File: src/rtl/dac_ddr_pkg.sv
// rtl/dac_ddr_pkg.sv - shared constants and state encoding for the DAC DDR transmit path
package dac_ddr_pkg;

  localparam int SAMPLE_W = 16;
  localparam int LANE_W   = 8;

  localparam logic [SAMPLE_W-1:0] TRAIN_WORD_DEF = 16'hA55A;
  localparam logic [SAMPLE_W-1:0] IDLE_WORD_DEF  = 16'h0000;

  typedef enum logic [1:0] {
    ST_IDLE  = 2'b00,
    ST_TRAIN = 2'b01,
    ST_RUN   = 2'b10
  } tx_state_e;

endpackage

File: src/rtl/sync_fifo.sv
// rtl/sync_fifo.sv - single-clock FIFO with synchronous flush and occupancy output
module sync_fifo #(
  parameter int WIDTH = 16,
  parameter int DEPTH = 8,
  localparam int AW   = $clog2(DEPTH)
) (
  input  logic             clk,
  input  logic             rst,
  input  logic             flush,
  input  logic             push,
  input  logic [WIDTH-1:0] wdata,
  input  logic             pop,
  output logic [WIDTH-1:0] rdata,
  output logic [AW:0]      level,
  output logic             full,
  output logic             empty
);

  logic [WIDTH-1:0] mem [DEPTH];
  logic [AW-1:0]    wr_ptr;
  logic [AW-1:0]    rd_ptr;
  logic             do_push;
  logic             do_pop;

  assign full    = (level == (AW + 1)'(DEPTH));
  assign empty   = (level == '0);
  assign do_push = push && !full;
  assign do_pop  = pop && !empty;
  assign rdata   = mem[rd_ptr];

  // Flush wins over a same-edge push so the buffer is truly empty afterwards.
  always_ff @(posedge clk) begin
    if (rst || flush) begin
      wr_ptr <= '0;
      rd_ptr <= '0;
      level  <= '0;
    end else begin
      if (do_push) wr_ptr <= wr_ptr + 1'b1;
      if (do_pop)  rd_ptr <= rd_ptr + 1'b1;
      case ({do_push, do_pop})
        2'b10:   level <= level + 1'b1;
        2'b01:   level <= level - 1'b1;
        default: level <= level;
      endcase
    end
  end

  always_ff @(posedge clk) begin
    if (do_push && !rst && !flush) mem[wr_ptr] <= wdata;
  end

endmodule

File: src/rtl/dac_ddr_tx.sv
// rtl/dac_ddr_tx.sv - DDR transmit path: sample FIFO, link-training FSM, registered rise/fall lanes
module dac_ddr_tx
  import dac_ddr_pkg::*;
#(
  parameter int                  FIFO_DEPTH = 8,
  parameter logic [SAMPLE_W-1:0] TRAIN_WORD = TRAIN_WORD_DEF,
  parameter int                  TRAIN_LEN  = 64,
  parameter logic [SAMPLE_W-1:0] IDLE_WORD  = IDLE_WORD_DEF,
  localparam int                 LVL_W      = $clog2(FIFO_DEPTH) + 1
) (
  input  logic                clk,
  input  logic                rst,
  input  logic                enable,
  input  logic                train_req,
  input  logic [SAMPLE_W-1:0] s_data,
  input  logic                s_valid,
  output logic                s_ready,
  output logic [LANE_W-1:0]   ddr_rise,
  output logic [LANE_W-1:0]   ddr_fall,
  output logic                out_valid,
  output logic [1:0]          state,
  output logic [15:0]         underflow_cnt,
  output logic [LVL_W-1:0]    fifo_level
);

  tx_state_e           state_q, state_d;
  logic [15:0]         train_cnt;
  logic                cnt_clear, cnt_inc;
  logic                fifo_pop, fifo_flush, fifo_full, fifo_empty;
  logic [SAMPLE_W-1:0] fifo_head;
  logic [SAMPLE_W-1:0] out_word;
  logic                out_v;

  assign s_ready = !rst && !fifo_full;
  assign state   = state_q;

  sync_fifo #(
    .WIDTH (SAMPLE_W),
    .DEPTH (FIFO_DEPTH)
  ) u_fifo (
    .clk   (clk),
    .rst   (rst),
    .flush (fifo_flush),
    .push  (s_valid && s_ready),
    .wdata (s_data),
    .pop   (fifo_pop),
    .rdata (fifo_head),
    .level (fifo_level),
    .full  (fifo_full),
    .empty (fifo_empty)
  );

  always_comb begin
    state_d    = state_q;
    cnt_clear  = 1'b0;
    cnt_inc    = 1'b0;
    fifo_pop   = 1'b0;
    fifo_flush = 1'b0;
    out_word   = IDLE_WORD;
    out_v      = 1'b0;
    case (state_q)
      ST_IDLE: begin
        if (enable) begin
          state_d   = ST_TRAIN;
          cnt_clear = 1'b1;
        end
      end
      ST_TRAIN: begin
        out_word = TRAIN_WORD;
        cnt_inc  = 1'b1;
        if (!enable)                           state_d = ST_IDLE;
        else if (train_cnt == 16'(TRAIN_LEN - 1)) state_d = ST_RUN;
      end
      ST_RUN: begin
        // Dropping enable beats a retrain request; retrain keeps queued samples.
        if (!enable) begin
          state_d    = ST_IDLE;
          fifo_flush = 1'b1;
        end else if (train_req) begin
          state_d   = ST_TRAIN;
          cnt_clear = 1'b1;
        end else if (!fifo_empty) begin
          fifo_pop = 1'b1;
          out_word = fifo_head;
          out_v    = 1'b1;
        end
      end
      default: state_d = ST_IDLE;
    endcase
  end

  always_ff @(posedge clk) begin
    if (rst) begin
      state_q       <= ST_IDLE;
      train_cnt     <= '0;
      ddr_rise      <= IDLE_WORD[LANE_W-1:0];
      ddr_fall      <= IDLE_WORD[SAMPLE_W-1:LANE_W];
      out_valid     <= 1'b0;
      underflow_cnt <= '0;
    end else begin
      state_q   <= state_d;
      ddr_rise  <= out_word[LANE_W-1:0];
      ddr_fall  <= out_word[SAMPLE_W-1:LANE_W];
      out_valid <= out_v;
      if (cnt_clear)    train_cnt <= '0;
      else if (cnt_inc) train_cnt <= train_cnt + 16'd1;
      if (state_q == ST_RUN && fifo_empty && underflow_cnt != 16'hFFFF)
        underflow_cnt <= underflow_cnt + 16'd1;
    end
  end

endmodule

File: config.mk
export PLATFORM = sky130hd
export DESIGN_NAME = dac_ddr_tx
export DESIGN_NICKNAME = d
export VERILOG_FILES = /design/src/rtl/dac_ddr_pkg.sv /design/src/rtl/sync_fifo.sv /design/src/rtl/dac_ddr_tx.sv
export SDC_FILE = /design/constraint.sdc
export NUM_CORES = 1
export LEC_CHECK = 0
export CAP_MARGIN = 10
export CORE_MARGIN = 2
export CORE_UTILIZATION = 50
export CTS_CLUSTER_DIAMETER = 50
export CTS_CLUSTER_SIZE = 24
export DETAILED_ROUTE_END_ITERATION = 8
export HOLD_SLACK_MARGIN = 0.06
export PLACE_DENSITY = 0.72
export SYNTH_ARGS = -nofsm -noshare
export SYNTH_HDL_FRONTEND = slang
export SYNTH_HIERARCHICAL = 1
export SYNTH_SLANG_ARGS = --single-unit
File: constraint.sdc
create_clock -name clk -period 3.85 [get_ports clk]
set_input_delay 0.385 -clock clk [delete_from_list [all_inputs] [get_ports clk]]
set_output_delay 0.385 -clock clk [all_outputs]
set_load 0.01 [all_outputs]
==> results of run 1 <==
metrics by stage:
| stage | std cells | total power [mW] | hold WS (ps) | cell area, µm² |
|---|---|---|---|---|
| global placement | 784 | 2.584 | 471.6 | 8733 |
| global route | 816 | 4.420 | 525.6 | 9316 |
| finish | 816 | 4.258 | 487.0 | 9316 |
| CTS | 816 | 4.302 | 491.6 | 9316 |
| floorplan | 523 | 2.469 | 458.3 | 7891 |
| detailed placement | 784 | 2.597 | 481.8 | 8733 |
final cells by class:
type | instances | area, µm²
clock buffers | 17 | 425.4
repair buffers | 71 | 683.2
fillers | 1178 | 5998
well taps | 211 | 264.0
flip-flops and latches | 192 | 5125
multi-input cells | 299 | 2620
clock inverters | 15 | 157.7
inverters | 11 | 41.29
worst max-delay path, cell delays in order, from the launching register on:
cell,delay (ps)
dfxtp_1,380
nor4_1,820
or3_1,310
clkinv_1,250
o41a_1,280
ha_1,290
ha_1,350
nand3_1,110
a211oi_1,310
o21ai_0,150
o31ai_1,110
final timing paths:
kind                            slack (ps)            start  depth (start not counted)         endpoint
worst min register to register         490    train_cnt[15]                          2    train_cnt[15]
worst max register to register         380  u_fifo/level[0]                         10  u_fifo/level[3]
worst min-delay path                   490    train_cnt[15]                          2    train_cnt[15]
worst max-delay path                   380  u_fifo/level[0]                         10  u_fifo/level[3]
layer usage:
metal / track usage (%) / wire length, µm / vias to the layer above
met5: 0 / 0 / -
met4: 5.946 / 173 / 0
met3: 4.996 / 606 / 14
met2: 32.55 / 7703 / 95
met1: 24.82 / 6616 / 2249
li1: - / - / 2158
cell usage in the layout (no fill, tap or decap), types with 11 or more instances in the layout:
| cell | instances |
|---|---|
| edfxtp_1 | 128 |
| dfxtp_1 | 64 |
| ha_1 | 11 |
| clkbuf_16 | 17 |
| nand4_1 | 14 |
| xor2_1 | 14 |
| a21oi_1 | 26 |
| mux4_1 | 28 |
| nand2_1 | 19 |
| nand3_1 | 11 |
| mux2_2 | 24 |
| buf_4 | 11 |
| clkdlybuf4s50_1 | 60 |
| nor2_1 | 56 |
| and2_1 | 12 |
logic make-up (layout without fill, tap and decap cells):
group	count (synthesis)	after routing	share of synthesized area (%)
adders and majority gates	12	12	1.998
DFF	192	192	64.94
and+or+nand+nor	163	163	11.24
muxes	60	60	14.40
AOI/OAI and AO/OA	46	46	3.441
xor gates and xnor gates	18	18	1.998
buffers and inverters	32	114	1.982
power breakdown:
| part | leakage [nW] | switching [mW] | internal, mW |
|---|---|---|---|
| registers | 1.67 | 0.0269 | 2.23 |
| logic | 1.15 | 0.161 | 0.130 |
| clock network | 0.289 | 0.838 | 0.870 |
flip-flops by register name, summed over array words and instances, names as in the netlist, named ones only:
| name | cells |
|---|---|
| u_fifo/rd_ptr | 3 |
| train_cnt | 16 |
| ddr_fall | 8 |
| u_fifo/wr_ptr | 3 |
| out_valid | 1 |
| underflow_cnt | 16 |
| ddr_rise | 8 |
| state | 2 |
| u_fifo/mem | 128 |
| u_fifo/level | 4 |
==> impl_metrics.yaml, run 1 <==
outcome:
  status: "finished, final reports clean"
layout:
  drive_gt1_share_pct: 13.39
  fin_nets: 625
  final_util_pct: 60.83
  syn2layout_area_growth_pct: 18.06
  diodes: 0
setup_path:
  cp-start-kind: "flip-flop"
  arrival_ps: 3780
  critPathCaptureType: "flip-flop"
  critPathKind: "flip-flop to flip-flop"
  cp.required_ps: 4160
  crit_fanout: 9
yosys:
  syn-num-nets: 556
  synth_edf_count: 128
  ys_top_cells_by_count: "128 x edfxtp_1, 64 x dfxtp_1, 56 x nor2_1, 28 x mux4_1, 26 x a21oi_1"
  synth-main-ff-cell: "edfxtp_1"
  yosysTopAreaCell: "edfxtp_1"
  avgSynthCellArea_um2: 15.09
  synthCells: 523
  async_reset_ff_share_pct: 0
  synth_area_mm2: 0.007891
  synth.area.top_cells: "edfxtp_1 49%, dfxtp_1 16%, mux4_1 9.3%"
  ys_seq_elements: 192
  ys_seq_area_share_pct: 64.94
  yosysMostFrequentCell: "edfxtp_1"
  synth_top_area_share_pct: 48.71
  synthDistinctLibCells: 51
  yosys_warnings: 6
power:
  power_density_mw_per_mm2: 457.1
  power_leakage_nw: 3.107
  peakVddDrop_v: 0.0004572
die:
  fp.dieW_um: 129.6
  ios: 61
  fp.dieArea_mm2: 0.01680
  start_util_pct: 51.53
  coreArea_mm2: 0.01531
  fp-row-count: 45
  die_h_um: 129.6
sta:
  grt_setup_unrepaired: "false"
  tightest_slew_ps: 1063
  fin_ws_ps: 383.5
  maxSlewViolCount: 0
  min_period_ps: 3466
  clock.fmax_mhz: 288.5
  hold_violations: 0
  fin_tns_setup_ps: 0
  final.setup_skew_ps: 14.18
  setup_viol: 0
  maxSlewHeadroom_pct: 29.01
  fin_crit_sh_pct: 90.04
place:
  place_ws_ps: 599.8
  dp_hpwl_um: 9338
  gp_congestion: 0.7978
  port-buffer-count: 60
grt:
  grt_pass1_vias: 4506
  overflow: 0
  globalRouteTotalUtil_pct: 19.33
  grt_max_degree: 34
  grt_pass1_wl_um: 23920
  antenna_found_initial: 0
route:
  wl_per_cell_um: 18.50
  vias_per_cell: 5.534
  wl_um: 15100
  ant_nets: 0
  route.detailed.drc: 0
  routed-via-count: 4516
  drt_pass1_iterations: 5
  dr.first_iter.drc_count: 320
clocking:
  htree_levels: 4
  hold_buffers: 0
  cts-root-buf: "clkbuf_16"
  cts.repair.resized: 0
  clk-insertion-delay-late_ps: 440
  clk_pin_slew_ps: 70
  cts_buffers: 17
  tritoncts: "yes"
  cts_setup_buffers: 0
  cts_buffer_depth: 2
  clock_sinks: 192
run:
  maxCapViolCount: 0
min_path:
  min_path_type: "flip-flop to flip-flop"
Note: power is estimated with default switching activity, not from simulation.
==> run 2: changes to the inputs <==
Settings changed: CAP_MARGIN 10 to 15, CORE_ASPECT_RATIO set to 1.1.
==> impl_metrics.yaml, run 2 (synthesis gave the netlist of run 1 again) <==
grt:
  antenna_found_initial: 0
  grt_max_degree: 33
  grt_pass1_wl_um: 24030
  grt_pass1_vias: 4565
  globalRouteTotalUtil_pct: 19.19
  overflow: 0
layout:
  layout_common_cells: "128 x edfxtp_1, 64 x dfxtp_1, 60 x clkdlybuf4s50_1, 56 x nor2_1, 28 x mux4_1"
  fin_nets: 630
  syn2layout_area_growth_pct: 18.27
  fin_area_mm2: 0.009333
  top_regs: "u_fifo/mem: 128 flops, train_cnt: 16 flops, underflow_cnt: 16 flops"
  largest_reg_flops: 128
  multi_input_area_mm2: 0.002620
  final_common_cell: "edfxtp_1"
  final-instance-count-excl-fill: 810
  drive_gt1_share_pct: 13.93
  fillCellCount: 1179
  regMostFlops: "u_fifo/mem"
  final_util_pct: 60.00
  diodes: 0
  register_area_mm2: 0.005125
outcome:
  status: "finished, final reports clean"
die:
  coreArea_mm2: 0.01555
  fp.dieArea_mm2: 0.01680
  die_h_um: 135.8
  fp.dieW_um: 123.8
  fp-row-count: 48
  ios: 61
  start_util_pct: 50.73
sta:
  min_period_ps: 3063
  setup_viol: 0
  holdWs_ps: 506.7
  maxSlewHeadroom_pct: 33.03
  grt_setup_unrepaired: "false"
  final.setup_skew_ps: 12.10
  tightest_slew_ps: 1003
  fin_crit_sh_pct: 79.56
  clock.fmax_mhz: 326.5
  maxSlewViolCount: 0
  fin_tns_setup_ps: 0
  fin_ws_ps: 786.8
  hold_violations: 0
setup_path:
  critPathKind: "flip-flop to flip-flop"
  reg2regPathDepth: 12
  arrival_ps: 3370
  cp.required_ps: 4160
  critPathCaptureType: "flip-flop"
  crit_fanout: 9
  cp-start-kind: "flip-flop"
place:
  gp_congestion: 0.8254
  port-buffer-count: 60
  dp.cells: 778
  place_ws_ps: 655.9
  dp_hpwl_um: 9640
  place_area_mm2: 0.008757
power:
  power_density_mw_per_mm2: 457.7
  p_total_mw: 4.271
  peakVddDrop_v: 0.0003015
  power_leakage_nw: 3.119
clocking:
  cts-root-buf: "clkbuf_16"
  tritoncts: "yes"
  cts_buffers: 17
  hold_buffers: 0
  clk-insertion-delay-late_ps: 430
  cts_buffer_depth: 2
  cts.repair.resized: 0
  htree_levels: 4
  cts_setup_buffers: 0
  clk_pin_slew_ps: 70
  clock_sinks: 192
route:
  ant_nets: 0
  routed-via-count: 4585
  vias_per_cell: 5.660
  route.detailed.drc: 0
  drt_pass1_iterations: 4
  wl_um: 15190
  wl_per_cell_um: 18.75
  dr.first_iter.drc_count: 336
min_path:
  holdPathStages: 2
  min_path_type: "flip-flop to flip-flop"
run:
  maxCapViolCount: 0
[run 2: final timing paths]
path	start	slack (ps)	end
setup / recovery	state[0]	790	u_fifo/level[3]
hold / removal	train_cnt[15]	510	train_cnt[15]
setup reg to reg	state[0]	790	u_fifo/level[3]
hold reg to reg	train_cnt[15]	510	train_cnt[15]
[run 2: final cells by class]
class	instances	area share, %
Sequential cell	192	54.91
Clock buffer	18	4.598
Inverter	11	0.4424
Tap cell	200	2.681
Timing Repair Buffer	76	7.722
Clock inverter	14	1.569
Multi-Input combinational cell	299	28.07
[run 2: report_power, final]
group / internal, mW / switching, mW
sequential: 2.23 / 0.0270
clock: 0.918 / 0.793
combinational: 0.132 / 0.169
[run 2: worst max-delay path, stage by stage (launching register included)]
cell	delay, ps
dfxtp_1	340
inv_1	110
ha_1	290
nand2_1	120
or3_1	370
clkinv_1	210
o41a_1	300
ha_1	280
ha_1	300
a21oi_1	220
a211oi_1	120
o21ai_0	190
o31ai_1	90
[run 2: per-layer routing]
metal | wire length (µm) | global-route usage (%) | up-vias
li1 | - | - | 2161
met1 | 6640 | 24.07 | 2318
met2 | 7958 | 33.33 | 92
met3 | 450 | 4.461 | 14
met4 | 138 | 5.114 | 0
met5 | 0 | 0 | -
==> run 3: changes to the inputs <==
Settings changed: PLACE_DENSITY 0.72 to 0.75.
Clock period 3.85 ns to 2.6 ns, I/O delays scaled along.
==> impl_metrics.yaml, run 3 (synthesis gave the netlist of run 1 again) <==
clocking:
  htree_levels: 4
  hold_buffers: 0
  cts_buffer_depth: 2
  clock_sinks: 192
  clk-insertion-delay-late_ps: 430
  clk_pin_slew_ps: 70
  cts_buffers: 17
  tritoncts: "yes"
  cts-root-buf: "clkbuf_16"
layout:
  final-instance-count-excl-fill: 827
  drive_gt1_share_pct: 17.70
  fin_nets: 647
  syn2layout_area_growth_pct: 20.71
  top_regs: "u_fifo/mem: 128 flops, train_cnt: 16 flops, underflow_cnt: 16 flops"
  fin_area_mm2: 0.009525
  final_common_cell: "edfxtp_1"
  regMostFlops: "u_fifo/mem"
  diodes: 0
  layout_common_cells: "128 x edfxtp_1, 62 x dfxtp_1, 60 x clkdlybuf4s50_1, 55 x nor2_1, 30 x buf_4"
  largest_reg_flops: 128
sta:
  maxSlewViolCount: 0
  hold_violations: 0
  final.setup_skew_ps: 9.321
  grt_setup_unrepaired: "false"
  tightest_slew_ps: 557.4
  min_period_ps: 2443
  setup_viol: 0
  fin_ws_ps: 156.9
  fin_crit_sh_pct: 93.97
  maxSlewHeadroom_pct: 62.35
  fin_tns_setup_ps: 0
  clock.fmax_mhz: 409.3
route:
  dr.first_iter.drc_count: 364
  wl_per_cell_um: 18.45
  drt_pass1_iterations: 4
  ant_nets: 0
  route.detailed.drc: 0
  routed-via-count: 4658
  vias_per_cell: 5.632
  wl_um: 15260
power:
  p_sw_share_pct: 23.88
  p_comb_share_pct: 7.5
  peakVddDrop_v: 0.0004382
  power_frac_clock_pct: 39.4
  seqPwrFrac_pct: 53.1
  power_leakage_nw: 3.218
  p_sw_mw: 1.505
  power.internal_mw: 4.798
  power_density_mw_per_mm2: 661.7
  p_total_mw: 6.303
grt:
  globalRouteTotalUtil_pct: 19.68
  overflow: 0
  grt_max_degree: 33
  grt_pass1_vias: 4628
  antenna_found_initial: 0
  grt_pass1_wl_um: 24290
outcome:
  status: "finished, final reports clean"
setup_path:
  cp-start-kind: "flip-flop"
  cp-startpoint: "u_fifo/level[3]"
  r2r_start: "u_fifo/level[3]"
  crit_slowest_cell: "or3_1"
  crit_buf_inv: 3
  cp.required_ps: 2720
  crit_fanout: 13
  r2r_end: "u_fifo/mem[2][6]"
  critPathTopFamily: "simple AND/OR/NAND/NOR gates"
  critPathKind: "flip-flop to flip-flop"
  ff2ff_setup_slack_ps: 160
  arrival_ps: 2570
  cp_num_cells: 9
  crit_path_max_incr_delay_ps: 460
  critPathCaptureType: "flip-flop"
  crit_chain: "or4b_4, inv_1, nor2_1, and2_1, nand2_2, buf_4, or3_1, nor2_1, buf_4"
  endpoint: "u_fifo/mem[2][6]"
  reg2regPathDepth: 9
place:
  port-buffer-count: 60
  dp_hpwl_um: 10090
  gp_congestion: 0.8293
  dp.cells: 793
  place_area_mm2: 0.008910
  place_ws_ps: -33.38
die:
  fp-row-count: 48
  fp.dieW_um: 123.8
  die_h_um: 135.8
  ios: 61
  start_util_pct: 50.73
  fp.dieArea_mm2: 0.01680
  coreArea_mm2: 0.01555
min_path:
  holdPathStages: 2
  min_path_type: "flip-flop to flip-flop"
run:
  maxCapViolCount: 0
run 3: worst min-delay path: stages (launching register included):
cell,delay [ps]
dfxtp_1,320
o21ai_0,70
a21oi_1,60
run 3: power groups by stage:
| stage | sequential, mW | combinational [mW] | clock, mW |
|---|---|---|---|
| floorplan | 3.42 | 0.235 | 0 |
| global placement | 3.41 | 0.450 | 0 |
| detailed placement | 3.41 | 0.465 | 0 |
| CTS | 3.34 | 0.468 | 2.54 |
| global route | 3.35 | 0.527 | 2.66 |
| finish | 3.35 | 0.473 | 2.48 |
run 3: worst min path at each step:
stage | start | endpoint | slack (ps)
global route | train_cnt[14] | train_cnt[14] | 540
global placement | train_cnt[15] | train_cnt[15] | 470
floorplan | s_data[0] | u_fifo/mem[0][0] | 360
finish | train_cnt[15] | train_cnt[15] | 500
CTS | u_fifo/level[3] | u_fifo/level[3] | 490
detailed placement | train_cnt[15] | train_cnt[15] | 490
run 3: layer usage:
layer  vias up  share of wire, %  global-route usage, %
li1       2203                 -                      -
met4         0               1.6                  7.449
met1      2305                43                  25.69
met3        21               5.5                  4.630
met5         -                 0                      0
met2       129                50                  32.02
run 3: repair_timing:
action                                  4_1_cts  5_1_grt
pin swaps                                     0        2
endpoints found under the setup margin        1        3
resized for setup                             2        7
buffers inserted                              0        2
run 3: final cells by class:
type	instances	area (µm²)
inverters	11	41.29
fillers	1134	6030
multi-input cells	299	2650
repair buffers	93	885.9
well taps	200	250.2
clock buffers	17	425.4
clock inverters	15	145.1
flip-flops and latches	192	5127
run 3: stage by stage:
step           hold WS, ps  util [%]
3_3_place_gp         471.2     57.28
3_5_place_dp         485.6     57.28
4_1_cts              494.4     60.97
6_report             499.3     61.24
2_1_floorplan        358.9         -
5_1_grt              541.5     61.24
